## src/rtl/io_hub_pkg.sv

```systemverilog
// Shared register map, control bit positions and status word layout
// for the memory-mapped I/O hub.
package io_hub_pkg;

    localparam logic [7:0] OFF_SPRITE    = 8'h00;
    localparam logic [7:0] OFF_KB_DATA   = 8'h80;
    localparam logic [7:0] OFF_KB_STATUS = 8'h84;
    localparam logic [7:0] OFF_CTRL      = 8'h88;

    localparam int CTRL_IRQ_EN  = 0;
    localparam int CTRL_OVF_CLR = 1;

    typedef struct packed {
        logic [15:0] rsvd_hi;
        logic [7:0]  count;
        logic [4:0]  rsvd_lo;
        logic        overflow;
        logic        full;
        logic        empty;
    } kb_status_t;

endpackage

```

## src/rtl/scancode_fifo.sv

```systemverilog
// Circular FIFO for keyboard scancodes; a push while full is accepted
// only when a pop frees a slot on the same edge.
module scancode_fifo #(
    parameter int WIDTH = 8,
    parameter int DEPTH = 8,
    localparam int AW = $clog2(DEPTH),
    localparam int CW = $clog2(DEPTH) + 1
) (
    input  logic             clk,
    input  logic             reset,
    input  logic             push,
    input  logic             pop,
    input  logic [WIDTH-1:0] din,
    output logic [WIDTH-1:0] dout,
    output logic [CW-1:0]    count,
    output logic             full,
    output logic             empty
);

    logic [WIDTH-1:0] mem [DEPTH];
    logic [AW-1:0]    wptr;
    logic [AW-1:0]    rptr;
    logic             do_pop;
    logic             do_push;

    assign empty   = (count == '0);
    assign full    = (count == CW'(DEPTH));
    assign do_pop  = pop & ~empty;
    assign do_push = push & (~full | do_pop);
    assign dout    = mem[rptr];

    always_ff @(posedge clk) begin
        if (!reset) begin
            wptr  <= '0;
            rptr  <= '0;
            count <= '0;
        end else begin
            if (do_push) wptr <= wptr + 1'b1;
            if (do_pop)  rptr <= rptr + 1'b1;
            count <= count + CW'(do_push) - CW'(do_pop);
        end
    end

    always_ff @(posedge clk) begin
        if (do_push) mem[wptr] <= din;
    end

endmodule

```

## src/rtl/io_hub.sv

```systemverilog
// Address decode, sprite register bank, keyboard FIFO front-end and
// CPU read-data mux for the memory-mapped I/O window.
module io_hub
    import io_hub_pkg::*;
#(
    parameter int DATA_W      = 32,
    parameter int NUM_SPRITES = 4,
    parameter int FIFO_DEPTH  = 8,
    parameter logic [DATA_W-1:0] IO_BASE = DATA_W'(32'h0000_0400)
) (
    input  logic                          clk,
    input  logic                          reset,
    input  logic [DATA_W-1:0]             adr,
    input  logic [DATA_W-1:0]             wdata,
    input  logic                          we,
    input  logic                          re,
    input  logic [DATA_W-1:0]             mem_rdata,
    output logic                          mem_we,
    output logic [DATA_W-1:0]             rdata,
    input  logic [7:0]                    kb_code,
    input  logic                          kb_valid,
    output logic [NUM_SPRITES*DATA_W-1:0] sprite_regs,
    output logic                          kb_irq
);

    localparam int CW = $clog2(FIFO_DEPTH) + 1;

    logic              io_sel;
    logic [7:0]        off;
    logic [4:0]        sidx;
    logic              hit_spr;
    logic              hit_kbd;
    logic              hit_stat;
    logic              hit_ctrl;
    logic              wr;
    logic              pop;
    logic [7:0]        fifo_dout;
    logic [CW-1:0]     fifo_count;
    logic              fifo_full;
    logic              fifo_empty;
    logic              irq_en_q;
    logic              ovf_q;
    logic              ovf_set;
    logic              ovf_clr;
    logic [DATA_W-1:0] io_rd;
    kb_status_t        status;
    logic              unused_lanes;

    assign unused_lanes = ^adr[1:0];

    assign io_sel = (adr[DATA_W-1:8] == IO_BASE[DATA_W-1:8]);
    assign off    = {adr[7:2], 2'b00};
    assign sidx   = adr[6:2];

    assign hit_spr  = io_sel & ~adr[7] & (int'(sidx) < NUM_SPRITES);
    assign hit_kbd  = io_sel & (off == OFF_KB_DATA);
    assign hit_stat = io_sel & (off == OFF_KB_STATUS);
    assign hit_ctrl = io_sel & (off == OFF_CTRL);

    assign wr     = we & io_sel;
    assign mem_we = we & ~io_sel;
    assign pop    = re & hit_kbd & ~fifo_empty;

    scancode_fifo #(
        .WIDTH (8),
        .DEPTH (FIFO_DEPTH)
    ) u_fifo (
        .clk   (clk),
        .reset (reset),
        .push  (kb_valid),
        .pop   (pop),
        .din   (kb_code),
        .dout  (fifo_dout),
        .count (fifo_count),
        .full  (fifo_full),
        .empty (fifo_empty)
    );

    // A fresh overflow on the same edge as a clear must survive.
    assign ovf_set = kb_valid & fifo_full & ~pop;
    assign ovf_clr = wr & hit_ctrl & wdata[CTRL_OVF_CLR];

    always_ff @(posedge clk) begin
        if (!reset) begin
            sprite_regs <= '0;
            irq_en_q    <= 1'b0;
            ovf_q       <= 1'b0;
        end else begin
            if (wr & hit_spr)
                sprite_regs[int'(sidx)*DATA_W +: DATA_W] <= wdata;
            if (wr & hit_ctrl)
                irq_en_q <= wdata[CTRL_IRQ_EN];
            ovf_q <= ovf_set | (ovf_q & ~ovf_clr);
        end
    end

    assign kb_irq = irq_en_q & ~fifo_empty;

    always_comb begin
        status          = '0;
        status.count    = 8'(fifo_count);
        status.overflow = ovf_q;
        status.full     = fifo_full;
        status.empty    = fifo_empty;
    end

    always_comb begin
        io_rd = '0;
        unique case (1'b1)
            hit_spr:  io_rd = sprite_regs[int'(sidx)*DATA_W +: DATA_W];
            hit_kbd:  io_rd = fifo_empty ? '0 : DATA_W'(fifo_dout);
            hit_stat: io_rd = DATA_W'(status);
            hit_ctrl: io_rd[CTRL_IRQ_EN] = irq_en_q;
            default:  io_rd = '0;
        endcase
    end

    assign rdata = io_sel ? io_rd : mem_rdata;

endmodule

```

## config.mk

```make
export PLATFORM = sky130hd
export DESIGN_NAME = io_hub
export DESIGN_NICKNAME = d
export VERILOG_FILES = /design/src/rtl/io_hub_pkg.sv /design/src/rtl/scancode_fifo.sv /design/src/rtl/io_hub.sv
export SDC_FILE = /design/constraint.sdc
export NUM_CORES = 1
export LEC_CHECK = 0
export ABC_AREA = 1
export CAP_MARGIN = 20
export CORE_MARGIN = 3
export CORE_UTILIZATION = 54
export DETAILED_ROUTE_END_ITERATION = 12
export PLACE_DENSITY = 0.87
export SYNTH_ARGS = -nofsm -noshare
export SYNTH_HDL_FRONTEND = slang
export SYNTH_SLANG_ARGS = --single-unit
```

## constraint.sdc

```tcl
create_clock -name clk -period 5.4 [get_ports clk]
set_input_delay 0.54 -clock clk [delete_from_list [all_inputs] [get_ports clk]]
set_output_delay 0.54 -clock clk [all_outputs]
set_load 0.01 [all_outputs]
```

Yosys cells after proc, flatten, opt, wreduce, memory -nomap -nowiden --
Memory sizes are Yosys's and may differ from the RTL's. A register that Yosys moved wholly into a read port is not among the register bits. Cells that the tools add are included.
Storage, ports and cells: output and inout port bits 162, bits of input ports 109, word-level logic and storage cells 57, register bits 140, memory bits (writable) 64, memories kept 1
Memory list:
- u_fifo.mem | depth 8, width 8, rd ports 1, clocked after memory_dff 1, write ports 1, line scancode_fifo.sv:20 | logic [WIDTH-1:0] mem [DEPTH];
Cells by class: shifts and indexed selects 3, bitwise logic cells 26, reduce and logical (&&, ||, !) cells 1, multiplexer cells 9, eq/ne operators 5, order comparisons 1, add/subtract/negate cells 5
Operators by type and width (number):
- $bwmux W128 | 1
- $shift A32 B33 Y128 const A | 1
- $shiftx A128 B11 Y32 | 1
- $shiftx A32 B33 Y128 | 1
- $pmux W31 S3 | 1
- $neg A10 Y33 | 1
- $mux W32 | 1
- $eq A24 B3 Y1 const B | 1
- $and A1 B1 Y1 | 18
- $eq A6 B6 Y1 const B | 3
- $mux W8 | 1
- $add A3 B1 Y3 const B | 2
- $mux W3 | 2
- $not A1 Y1 | 6
- $lt A5 B3 Y1 const B | 1
- $add A4 B1 Y4 | 1
- $eq A4 B4 Y1 const B | 1
- $logic_not A4 Y1 | 1
- $pmux W1 S4 | 1
- $sub A4 B1 Y4 | 1
- $mux W1 | 2
- $or A1 B1 Y1 | 2

Depth between registers and ports, before layout --
depth in word-level cells 9, gate-level depth with buffers 18, mapped depth without buffers 15

Cells and area by module --
Synthesis repeated with hierarchy kept, for this count alone.
Second synthesis, totals: cell total of the unflattened synthesis 1591, area total of the unflattened synthesis 10918.0 um2
By module, submodules not included:
- io_hub | area an instance 7696.1 um2, instances 1, seq. area each 2602.5 um2, cells each 1303
- scancode_fifo | area an instance 3221.8 um2, instances 1, seq. area each 2182.1 um2, cells each 288

Worst setup path before layout --
OpenSTA, ideal clock, no wires.
path type input -> register, start point in adr[2], end point reg u_fifo.count[2], library setup time 0.128 ns, setup slack 2.197 ns, data required time 5.272 ns, data arrival time 3.076 ns, cell stages on the path 15, cells stage by stage inv_1 -> clkbuf_1 -> clkbuf_1 -> ha_1 -> nand2_1 -> nor2_1 -> nand4_1 -> nor2_1 -> ha_1 -> inv_1 -> ha_1 -> inv_1 -> fa_1 -> xor2_1 -> nor2_1
Between the ends: cells in the longest elaborated chain, start to end 9
RTL lines:
- start, declared | line io_hub.sv:13 | input logic [DATA_W-1:0] adr,
- $eq A6 B6 Y1 * | line io_hub.sv:56 | assign hit_kbd = io_sel & (off == OFF_KB_DATA);
- $and A1 B1 Y1 * | line io_hub.sv:56
- $and A1 B1 Y1 * (2 in a row) | line io_hub.sv:62 | assign pop = re & hit_kbd & ~fifo_empty;
- $and A1 B1 Y1 * | line scancode_fifo.sv:28 | assign do_pop = pop & ~empty;
- via u_fifo.do_pop | line scancode_fifo.sv:23 | logic do_pop;
- $or A1 B1 Y1 | line scancode_fifo.sv:29 | assign do_push = push & (~full | do_pop);
- $and A1 B1 Y1 | line scancode_fifo.sv:29
- $add A4 B1 Y4 | line scancode_fifo.sv:40 | count <= count + CW'(do_push) - CW'(do_pop);
- $sub A4 B1 Y4 * | line scancode_fifo.sv:40
- end signal, assigned | line scancode_fifo.sv:40
- end, declared | line scancode_fifo.sv:15 | output logic [CW-1:0] count,
The timed path passes the listed nets; every way through them passes the cells marked *. A chain may end at the register's enable or synchronous reset.

Final worst setup path --
start point in adr[4], end point out rdata[30]
Between the ends: cells in the longest elaborated chain, start to end 4, elaborated cells between the ends (all ways) 9
RTL lines:
- parallel branches: the longest is 2 deep, another holds $shiftx A128 B11 Y32
- $pmux W31 S3 * | line io_hub.sv:109 | unique case (1'b1)
- $mux W32 * | line io_hub.sv:118 | assign rdata = io_sel ? io_rd : mem_rdata;
- end, declared | line io_hub.sv:19 | output logic [DATA_W-1:0] rdata,
Every way passes the cells marked *.

==> results.yml <==
outcome:
  outcome: "finished clean"
finish:
  final_nets: 1954
  layout.cells.most_common: "nand2_1"
  area_delta_synth_final_pct: 33.17
  final_cell_mix: "433 x nand2_1, 337 x nor2_1, 265 x clkdlybuf4s50_1, 181 x inv_1, 143 x dfxtp_1"
  layout-drive-gt1-share_pct: 4.491
  diodes: 0
  final_core_util_pct: 73.54
setup_path:
  worstSetupPathType: "in2out"
  cp.required_ps: 4860
  slowest_delay_ps: 650
  crit_path_top_delay_cell: "nand4_2"
  worst_ep_arrival_time_ps: 3520
  crit_path_frequent_cell: "clkdlybuf4s50_1"
  crit_path_cell_trace: "clkdlybuf4s50_1 > nor2_2 > nand2_1 > nor2_4 > nand4_2 > o31ai_1 > clkdlybuf4s50_1"
  critPathLaunchType: "input pin"
  endpoint_kind: "primary output"
  crit_start: "adr[4]"
  cp_max_fo: 15
  r2r_start: "u_fifo.count[2]"
logic_synthesis:
  syn_area_per_cell_um2: 6.702
  syn_inst: 1609
  muxShareOfSynthArea_pct: 0
  synth-xor-area-share_pct: 0.1625
  synth_top_family_by_area: "simple AND/OR/NAND/NOR gates"
  synth_area_um2: 10780
  synth-main-ff-cell: "dfxtp_1"
  yosysUniqueCellTypes: 33
  ys_seq_area_share_pct: 44.37
  synth_compound_area_share_pct: 10.73
  synth_fa_ha_area_share_pct: 1.578
  async_flop_share_pct: 0
  synth_simple_gate_area_share_pct: 33.09
  yosys_warnings: 0
  ys_seq_elements: 207
  synth_edf_count: 64
  syn-num-nets: 1731
drt:
  ant_nets: 0
  vias: 11335
  viasPerCell: 5.364
  dr.first_iter.drc_count: 885
  drc: 0
  routed_wl_um: 36760
  first_pass_iters: 7
  avgRoutedWirePerCell_um: 17.40
floorplan:
  num_rows: 51
  core_area_um2: 19530
  dieHeight_um: 147.3
  fp.dieW_um: 147.3
  ios: 271
  initial_core_util_pct: 55.22
  die_area_um2: 21700
clocking:
  hold_buffers: 0
  cts_tree: "yes"
  cts_buffers: 22
  ctsResizeCount: 0
  worstSkewPairLatency_ps: 500
  cts_max_level: 1
  clockBufferDepth: 3
  post_cts_buffers: 0
  cts_root_buf: "clkbuf_16"
  clk_pin_slew_worst_paths_ps: 60
  cts_sinks: 207
power:
  power-per-cell-area_nw_per_um2: 258.2
  p_leak_uw: 0.006388
  ir_worst_vdd_mv: 0.2149
grt:
  grt-ovfl-total: 0
  grt_pass1_vias: 11022
  grt_usage_pct: 32.79
  grt_max_degree: 106
  antenna_found_initial: 1
  grt_pass1_wl_um: 57620
hold_path:
  min_from: "u_fifo.rptr[2]"
  hp-class: "reg2reg"
sta:
  tns_ps: 0
  slew_violations: 0
  hold_viol_final: 0
  min_period_over_period_pct: 75.11
  rsz0062_at_grt: "false"
  finalCriticalPeriod_ps: 4056
  setup-violations-final: 0
  fmax_mhz: 246.6
  worst_pin_slew_ps: 999.5
  setup_slack_ps: 1344
  slew_headroom_pct: 33.29
  finClkSkew_ps: 8.964
job:
  timing.max_cap.violations: 0
placement:
  place_congestion: 0.8511
  port_buffers: 268
  dp_hpwl_um: 24250
  place_ws_ps: 1310
==> cells in the mapped netlist, types with 3 or more instances <==
library cell / number / area (um2)
nand4_1: 6 / 37.54
o31ai_1: 8 / 60.06
ha_1: 12 / 150.1
edfxtp_1: 64 / 1922
o211ai_1: 3 / 22.52
nor2_4: 3 / 33.78
o21ai_0: 119 / 595.6
dfxtp_1: 143 / 2863
buf_1: 10 / 37.54
nor3_1: 8 / 40.04
nand2_2: 4 / 25.02
nor2_2: 6 / 37.54
inv_1: 182 / 683.2
inv_2: 4 / 15.01
nand2_1: 433 / 1625
o22ai_1: 15 / 93.84
a21oi_1: 74 / 370.4
nand3_1: 83 / 415.4
buf_2: 18 / 90.09
clkbuf_1: 57 / 214.0
nor2_1: 338 / 1269
==> metal layers <==
metal | vias to the layer above | GRT usage [%] | share of wire [%]
met5 | - | 0 | 0.033
met4 | 2 | 11.70 | 3.2
met3 | 81 | 7.989 | 11
met2 | 606 | 57.07 | 48
met1 | 5162 | 39.67 | 38
li1 | 5484 | - | -
==> metrics by stage <==
step	power, uW	instances	hold slack (ps)	area, um2
3_5_place_dp	2127	2072	467.6	13560
3_3_place_gp	2113	2072	454.0	13560
4_1_cts	3705	2112	475.7	14330
6_report	3707	2113	468.9	14360
5_1_grt	3823	2113	469.9	14360
2_1_floorplan	1927	1609	436.3	10780
==> final cells by class <==
class	count	area, um2
Inverter	188	705.7
Clock buffer	32	659.4
Sequential cell	207	4785
Clock inverter	8	115.1
Multi-Input combinational cell	1125	4921
Fill cell	1517	5166
Tap cell	265	331.6
Timing Repair Buffer	288	2843
==> flip-flops by register name, summed over array words and instances, names as in the netlist, named ones only <==
register	cells
u_fifo.mem	64
u_fifo.rptr	3
irq_en_q	1
ovf_q	1
u_fifo.wptr	3
u_fifo.count	4
sprite_regs	128
==> worst max-delay path, delay by kind of cell <==
| family | cells | cell delay [ps] |
|---|---|---|
| buf+inv | 2 | 1130 |
| compound gates | 1 | 650 |
| simple gates | 4 | 1170 |
==> worst paths after layout <==
| kind | end | slack, ps | cells after the start |
|---|---|---|---|
| hold / removal | u_fifo.rptr[2] | 470 | 2 |
| hold reg to reg | u_fifo.rptr[2] | 470 | 2 |
| setup reg to reg | u_fifo.count[3] | 2840 | 13 |
| setup / recovery | rdata[30] | 1340 | 7 |
==> kinds of logic after synthesis <==
family | Yosys count
and+or+nand+nor | 889
buffers and inverters | 277
AOI/OAI and AO/OA | 221
DFF | 207
adders and majority gates | 13
xor gates and xnor gates | 2
==> power by group <==
group          switching (uW)  internal (uW)
combinational             265            179
clock                     615            989
sequential               15.6           1640
total                     895           2810
(Power assumes the default switching activity.)
